<file path="src/rtl/spi_cmd_sequencer_pkg.sv">
// rtl/spi_cmd_sequencer_pkg.sv - opcodes, return bytes and FSM states for the SPI command sequencer
package spi_cmd_sequencer_pkg;

    localparam logic [7:0] CMD_WRITE  = 8'h01;
    localparam logic [7:0] CMD_READ   = 8'h02;
    localparam logic [7:0] CMD_STATUS = 8'h03;

    localparam logic [7:0] IDLE_BYTE  = 8'h00;
    localparam logic [7:0] ERR_BYTE   = 8'hFF;

    typedef enum logic [2:0] {
        ST_CMD   = 3'd0,
        ST_ADDR  = 3'd1,
        ST_WDATA = 3'd2,
        ST_RDATA = 3'd3,
        ST_STAT  = 3'd4,
        ST_IGN   = 3'd5
    } state_t;

    function automatic logic [7:0] sat_inc8(input logic [7:0] v);
        return (v == 8'hFF) ? v : v + 8'd1;
    endfunction

endpackage

</file>
<file path="src/rtl/spi_cmd_sequencer_if.sv">
// rtl/spi_cmd_sequencer_if.sv - register bus between the sequencer and the cart register file
interface spi_cmd_sequencer_if #(
    parameter int ADDR_W = 8
) ();
    logic [ADDR_W-1:0] reg_addr;
    logic [7:0]        reg_wdata;
    logic              reg_we;
    logic              reg_re;
    logic [7:0]        reg_rdata;

    modport master (
        output reg_addr,
        output reg_wdata,
        output reg_we,
        output reg_re,
        input  reg_rdata
    );

    modport slave (
        input  reg_addr,
        input  reg_wdata,
        input  reg_we,
        input  reg_re,
        output reg_rdata
    );
endinterface

</file>
<file path="src/rtl/spi_cmd_sequencer_sync_edge_det.sv">
// rtl/spi_cmd_sequencer_sync_edge_det.sv - multi-flop synchronizer with rise/fall pulses
module spi_cmd_sequencer_sync_edge_det #(
    parameter int   STAGES    = 2,
    parameter logic RESET_VAL = 1'b0
) (
    input  logic clk,
    input  logic rst,
    input  logic d,
    output logic q,
    output logic rise,
    output logic fall
);
    logic [STAGES-1:0] sync_q;
    logic              last_q;

    always_ff @(posedge clk or posedge rst) begin
        if (rst) begin
            sync_q <= {STAGES{RESET_VAL}};
            last_q <= RESET_VAL;
        end else begin
            sync_q <= {sync_q[STAGES-2:0], d};
            last_q <= sync_q[STAGES-1];
        end
    end

    assign q    = sync_q[STAGES-1];
    assign rise = q & ~last_q;
    assign fall = ~q & last_q;
endmodule

</file>
<file path="src/rtl/spi_cmd_sequencer.sv">
// rtl/spi_cmd_sequencer.sv - decodes CMD/ADDR/DATA SPI frames into register-bus strobes and MISO bytes
module spi_cmd_sequencer
    import spi_cmd_sequencer_pkg::*;
#(
    parameter int ADDR_W      = 8,
    parameter int SYNC_STAGES = 2
) (
    input  logic                 clk,
    input  logic                 rst,
    input  logic                 spi_cs,
    input  logic                 spi_busy,
    input  logic [7:0]           spi_in_byte,
    output logic [7:0]           spi_out_byte,
    spi_cmd_sequencer_if.master  reg_bus,
    input  logic [7:0]           status,
    output logic                 frame_active,
    output logic [7:0]           err_cnt
);
    logic busy_fall, busy_level_unused, busy_rise_unused;
    logic cs_q, cs_rise, cs_fall_unused;

    spi_cmd_sequencer_sync_edge_det #(.STAGES(SYNC_STAGES), .RESET_VAL(1'b0)) u_busy_sync (
        .clk  (clk),
        .rst  (rst),
        .d    (spi_busy),
        .q    (busy_level_unused),
        .rise (busy_rise_unused),
        .fall (busy_fall)
    );

    spi_cmd_sequencer_sync_edge_det #(.STAGES(SYNC_STAGES), .RESET_VAL(1'b1)) u_cs_sync (
        .clk  (clk),
        .rst  (rst),
        .d    (spi_cs),
        .q    (cs_q),
        .rise (cs_rise),
        .fall (cs_fall_unused)
    );

    state_t            state_q, state_d;
    logic [ADDR_W-1:0] addr_q, addr_d;
    logic [ADDR_W-1:0] reg_addr_q, reg_addr_d;
    logic [7:0]        wdata_q, wdata_d;
    logic [7:0]        out_q, out_d;
    logic [7:0]        err_q, err_d;
    logic              we_q, we_d;
    logic              re_q, re_d;
    logic              is_read_q, is_read_d;
    logic              rd_cap_q, rd_cap_d;
    logic              byte_done;

    // A byte finishing in the same cycle cs rises still belongs to the frame.
    assign byte_done = busy_fall & (~cs_q | cs_rise);

    always_comb begin
        state_d    = state_q;
        addr_d     = addr_q;
        reg_addr_d = reg_addr_q;
        wdata_d    = wdata_q;
        out_d      = out_q;
        err_d      = err_q;
        we_d       = 1'b0;
        re_d       = 1'b0;
        is_read_d  = is_read_q;
        rd_cap_d   = re_q;

        // Read data arrives the cycle after the strobe and becomes the next MISO byte.
        if (rd_cap_q && !cs_q) begin
            out_d = reg_bus.reg_rdata;
        end

        if (byte_done) begin
            unique case (state_q)
                ST_CMD: begin
                    if (spi_in_byte == CMD_WRITE || spi_in_byte == CMD_READ) begin
                        state_d   = ST_ADDR;
                        is_read_d = (spi_in_byte == CMD_READ);
                        out_d     = IDLE_BYTE;
                    end else if (spi_in_byte == CMD_STATUS) begin
                        state_d = ST_STAT;
                        out_d   = status;
                    end else begin
                        state_d = ST_IGN;
                        out_d   = ERR_BYTE;
                        err_d   = sat_inc8(err_q);
                    end
                end
                ST_ADDR: begin
                    if (is_read_q) begin
                        state_d    = ST_RDATA;
                        re_d       = 1'b1;
                        reg_addr_d = spi_in_byte[ADDR_W-1:0];
                        addr_d     = spi_in_byte[ADDR_W-1:0] + 1'b1;
                    end else begin
                        state_d = ST_WDATA;
                        addr_d  = spi_in_byte[ADDR_W-1:0];
                        out_d   = IDLE_BYTE;
                    end
                end
                ST_WDATA: begin
                    we_d       = 1'b1;
                    reg_addr_d = addr_q;
                    wdata_d    = spi_in_byte;
                    addr_d     = addr_q + 1'b1;
                    out_d      = IDLE_BYTE;
                end
                ST_RDATA: begin
                    re_d       = 1'b1;
                    reg_addr_d = addr_q;
                    addr_d     = addr_q + 1'b1;
                end
                ST_STAT: out_d = status;
                ST_IGN:  out_d = ERR_BYTE;
                default: state_d = ST_CMD;
            endcase
        end

        if (cs_rise) begin
            state_d  = ST_CMD;
            out_d    = IDLE_BYTE;
            rd_cap_d = 1'b0;
        end
    end

    always_ff @(posedge clk or posedge rst) begin
        if (rst) begin
            state_q    <= ST_CMD;
            addr_q     <= '0;
            reg_addr_q <= '0;
            wdata_q    <= 8'h00;
            out_q      <= IDLE_BYTE;
            err_q      <= 8'h00;
            we_q       <= 1'b0;
            re_q       <= 1'b0;
            is_read_q  <= 1'b0;
            rd_cap_q   <= 1'b0;
        end else begin
            state_q    <= state_d;
            addr_q     <= addr_d;
            reg_addr_q <= reg_addr_d;
            wdata_q    <= wdata_d;
            out_q      <= out_d;
            err_q      <= err_d;
            we_q       <= we_d;
            re_q       <= re_d;
            is_read_q  <= is_read_d;
            rd_cap_q   <= rd_cap_d;
        end
    end

    assign spi_out_byte      = out_q;
    assign reg_bus.reg_addr  = reg_addr_q;
    assign reg_bus.reg_wdata = wdata_q;
    assign reg_bus.reg_we    = we_q;
    assign reg_bus.reg_re    = re_q;
    assign frame_active      = ~cs_q;
    assign err_cnt           = err_q;
endmodule

</file>
<file path="src/flat_wrapper.sv">
// flat-port wrapper written by rule: the top's interface ports become plain ports
module spi_cmd_sequencer_flat import spi_cmd_sequencer_pkg::*;
#(
    parameter int ADDR_W      = 8,
    parameter int SYNC_STAGES = 2
)
  (clk, rst, spi_cs, spi_busy, spi_in_byte, spi_out_byte, status, frame_active, err_cnt, reg_bus_reg_addr, reg_bus_reg_wdata, reg_bus_reg_we, reg_bus_reg_re, reg_bus_reg_rdata);
  spi_cmd_sequencer_if #(.ADDR_W(ADDR_W)) reg_bus_i ();
  input  logic clk;
  input  logic rst;
  input  logic spi_cs;
  input  logic spi_busy;
  input  logic [7:0] spi_in_byte;
  output logic [7:0] spi_out_byte;
  input  logic [7:0] status;
  output logic frame_active;
  output logic [7:0] err_cnt;
  output wire logic [$bits(reg_bus_i.reg_addr)-1:0] reg_bus_reg_addr;
  output wire logic [$bits(reg_bus_i.reg_wdata)-1:0] reg_bus_reg_wdata;
  output wire logic [$bits(reg_bus_i.reg_we)-1:0] reg_bus_reg_we;
  output wire logic [$bits(reg_bus_i.reg_re)-1:0] reg_bus_reg_re;
  input wire logic [$bits(reg_bus_i.reg_rdata)-1:0] reg_bus_reg_rdata;
  assign reg_bus_reg_addr = reg_bus_i.reg_addr;
  assign reg_bus_reg_wdata = reg_bus_i.reg_wdata;
  assign reg_bus_reg_we = reg_bus_i.reg_we;
  assign reg_bus_reg_re = reg_bus_i.reg_re;
  assign reg_bus_i.reg_rdata = reg_bus_reg_rdata;
  spi_cmd_sequencer #(.ADDR_W(ADDR_W), .SYNC_STAGES(SYNC_STAGES)) u_core (.clk(clk), .rst(rst), .spi_cs(spi_cs), .spi_busy(spi_busy), .spi_in_byte(spi_in_byte), .spi_out_byte(spi_out_byte), .reg_bus(reg_bus_i), .status(status), .frame_active(frame_active), .err_cnt(err_cnt));
endmodule
</file>
<file path="config.mk">
export PLATFORM = sky130hd
export DESIGN_NAME = spi_cmd_sequencer_flat
export DESIGN_NICKNAME = d
export VERILOG_FILES = /design/src/rtl/spi_cmd_sequencer_pkg.sv /design/src/rtl/spi_cmd_sequencer_if.sv /design/src/rtl/spi_cmd_sequencer_sync_edge_det.sv /design/src/rtl/spi_cmd_sequencer.sv /design/src/flat_wrapper.sv
export SDC_FILE = /design/constraint.sdc
export NUM_CORES = 1
export LEC_CHECK = 0
export CORE_MARGIN = 10
export CORE_UTILIZATION = 45
export CTS_BUF_LIST = sky130_fd_sc_hd__clkbuf_4
export DETAILED_ROUTE_END_ITERATION = 8
export PLACE_DENSITY = 0.69
export SETUP_SLACK_MARGIN = 0.4
export SLEW_MARGIN = 30
export SYNTH_ARGS = -nofsm -noshare
export SYNTH_HDL_FRONTEND = slang
export SYNTH_SLANG_ARGS = --single-unit
</file>
<file path="constraint.sdc">
create_clock -name clk -period 2.4 [get_ports clk]
set_clock_uncertainty 0.1 [all_clocks]
set_input_delay 0.36 -clock clk [delete_from_list [all_inputs] [get_ports clk]]
set_output_delay 0.36 -clock clk [all_outputs]
set_load 0.05 [all_outputs]
</file>
==> flow_summary.json <==
{
  "outcome": "complete, no violations",
  "routedWlPerCell_um": 16.9,
  "critical_path.max_fanout": 5,
  "grtUsageTotal_pct": 14.7,
  "fill_cells": 542,
  "synth.area.mux_share_pct": 11.6,
  "drv_slew": 0,
  "postSynthAreaPerCell_um2": 10.3,
  "p_leak_nw": 1.62,
  "hpwl_um": 5450,
  "worstReg2RegStart": "u_core.u_cs_sync.sync_q[1]",
  "numCtsBuffers": 5,
  "hold_path_class": "primary input to asynchronous set/reset pin",
  "synth-simple-area-share_pct": 15.3,
  "setup_ws_ns": 0.502,
  "grt_overflow": 0,
  "seq_area_frac_synth_pct": 45.6,
  "slew_headroom_pct": 65.8,
  "final_cell_mix": "dfrtp_1, dlygate4sd2_1, clkdlybuf4s50_1",
  "critPathCapture": "u_core.spi_out_byte[7]",
  "antenna_found_initial": 0,
  "hold_buffers": 0,
  "critPathLaunch": "spi_in_byte[5]",
  "drive_above_1_share_pct": 18.9,
  "cts_tree": "yes",
  "vias": 2444,
  "finalCriticalPeriod_ns": 1.90,
  "worst_slew_pin_slew_ns": 0.515,
  "worstPathRequired_ns": 2.58,
  "synth_xor_xnor_area_share_pct": 3.61,
  "die_y_um": 100,
  "synthAdderAreaFrac_pct": 3.43,
  "yosysTopAreaCell": "dfrtp_1",
  "diodes": 0,
  "drt_iter0_drc": 137,
  "max_freq_ghz": 0.527,
  "cts_num_sinks": 53,
  "ys.flop_type": "dfrtp_1",
  "clk_pin_slew_ns": 0.15,
  "seq_area_um2": 1330,
  "dp_slack_ns": -0.0628,
  "clockBufferDepth": 2,
  "cts_max_level": 2,
  "max_cap_viol_count": 0,
  "yosysTopAreaCellShare_pct": 42.9,
  "clk_latency_ns": 0.38,
  "period_share_pct": 79.1,
  "ios": 63,
  "numPortBuffers": 62,
  "clock-root-buffer": "clkbuf_4",
  "async_flop_share_pct": 100,
  "synth_top_family_by_area": "compound AO/OA/AOI/OAI gates",
  "dieArea_um2": 10100,
  "die_x_um": 100,
  "tns_ns": 0,
  "vdd_drop_max_mv": 0.749,
  "synth-seq-cells": 53,
  "synth_nets": 319,
  "rsz0062_at_grt": "no",
  "syn-instance-count": 283,
  "initial_utilization_pct": 46.2,
  "synth_area_um2": 2920,
  "critPathKind": "primary input to flip-flop",
  "post-route-util_pct": 60.5,
  "core_um2": 6310,
  "multi_input_area_um2": 1500,
  "end_kind": "flip-flop",
  "synth-compound-area-share_pct": 16.3,
  "drc": 0,
  "yosys-top-cells-area": "dfrtp_1, mux2i_1, mux2_2, a21oi_1, ha_1",
  "crit_arrival_ns": 2.08,
  "synth_edf_count": 0,
  "ant_nets": 0,
  "r2r_cells": 4,
  "nNetsFinal": 394,
  "synth.distinct_cells": 50,
  "final_common_cell": "dfrtp_1",
  "yosysWarnings": 0,
  "total_power_mw": 3.82,
  "num_rows": 29,
  "grt_max_degree": 54,
  "grt_pass1_wl_um": 12400,
  "start_kind": "primary input",
  "finalWirelength_um": 7370,
  "gp_congestion": 0.876,
  "setup_violations": 0,
  "r2r_end": "u_core.err_cnt[1]",
  "via_per_inst": 5.61,
  "first_global_vias": 2418,
  "final-hold-violation-count": 0,
  "p_per_area_nw_per_um2": 1000,
  "dr.pass1.iters": 4,
  "rrSetupSlack_ns": 0.54,
  "area_delta_synth_final_pct": 30.9
}
-- power breakdown --
| group | switching, mW | total [mW] | internal, mW |
|---|---|---|---|
| logic | 1.21 | 1.88 | 0.671 |
| registers | 0.268 | 1.42 | 1.15 |
| clock network | 0.291 | 0.521 | 0.230 |
-- cell usage after synthesis, types with 6 or more instances --
master	number
mux2i_1	18
a21oi_1	21
dfrtp_1	50
a211oi_1	8
ha_1	8
mux2_2	14
o21ai_0	13
clkbuf_1	6
nand4_1	7
xnor2_1	10
inv_1	9
a221oi_1	7
nand2_1	14
buf_2	9
nand3_1	9
nor2_1	20
-- metrics by stage --
step | std cells | hold WS [ns] | area, µm²
2_1_floorplan | 283 | 0.231 | 2920
3_3_place_gp | 425 | 0.247 | 3710
3_5_place_dp | 425 | 0.251 | 3710
4_1_cts | 436 | 0.229 | 3780
5_1_grt | 436 | 0.229 | 3820
6_report | 436 | 0.218 | 3820
-- sequential cells by signal, summed over array words and instances (netlist names) --
register and count:
u_core.u_cs_sync.last_q 1, u_core.reg_bus.reg_wdata 8, u_core.spi_out_byte 8, u_core.u_busy_sync.last_q 1, u_core.addr_q 8, u_core.rd_cap_q 1
u_core.state_q 3, u_core.u_cs_sync.sync_q 2, u_core.reg_bus.reg_addr 8, u_core.is_read_q 1, u_core.reg_bus.reg_re 1, u_core.u_busy_sync.sync_q 2
u_core.err_cnt 8, u_core.reg_bus.reg_we 1
-- kinds of logic (layout without fill, tap and decap cells) --
kind of cell / Yosys count / after routing
AO/OA/AOI/OAI: 71 / 71
XOR/XNOR: 12 / 12
adder cells (fa/ha/maj): 8 / 8
buffers and inverters: 26 / 102
flip-flops: 53 / 53
multiplexers: 32 / 32
AND/OR/NAND/NOR: 81 / 81
-- cell type report --
cell class / count / area share, %
Multi-Input combinational cell: 204 / 39.4
Sequential cell: 53 / 34.9
Timing Repair Buffer: 85 / 20.2
Tap cell: 77 / 2.52
Clock buffer: 6 / 1.18
Clock inverter: 2 / 0.918
Inverter: 9 / 0.885
-- what timing repair did --
item / in CTS / in global routing
resized for setup: 40 / 13
pin swaps: 2 / 0
buffers inserted: 3 / 0
setup endpoints to repair: 45 / 24
-- worst min-delay path by stage --
stage,start,to,slack [ns],depth (start not counted)
after floorplan,u_core.u_busy_sync.sync_q[0],u_core.u_busy_sync.sync_q[1],0.23,0
after global placement,u_core.u_cs_sync.sync_q[0],u_core.u_cs_sync.sync_q[1],0.25,0
after detailed placement,u_core.u_cs_sync.sync_q[0],u_core.u_cs_sync.sync_q[1],0.25,0
after CTS,rst,u_core.spi_out_byte[2],0.23,3
after global routing,rst,u_core.rd_cap_q,0.23,3
final,rst,u_core.spi_out_byte[2],0.22,3
-- critical path: stages --
cell	delay (ns)
clkdlybuf4s50_1	0.47
nor4_4	0.33
nand2_2	0.09
o31a_1	0.28
buf_4	0.16
a221oi_1	0.29
a211oi_1	0.08
-- per-layer routing --
metal / track usage [%] / vias to the layer above / wire length (µm)
met5: 0 / - / 0
met4: 3.91 / 0 / 88
met3: 4.18 / 7 / 410
met2: 22.7 / 56 / 3410
met1: 19.8 / 1194 / 3470
li1: - / 1187 / -
Power figures use the tool's default switching activity.
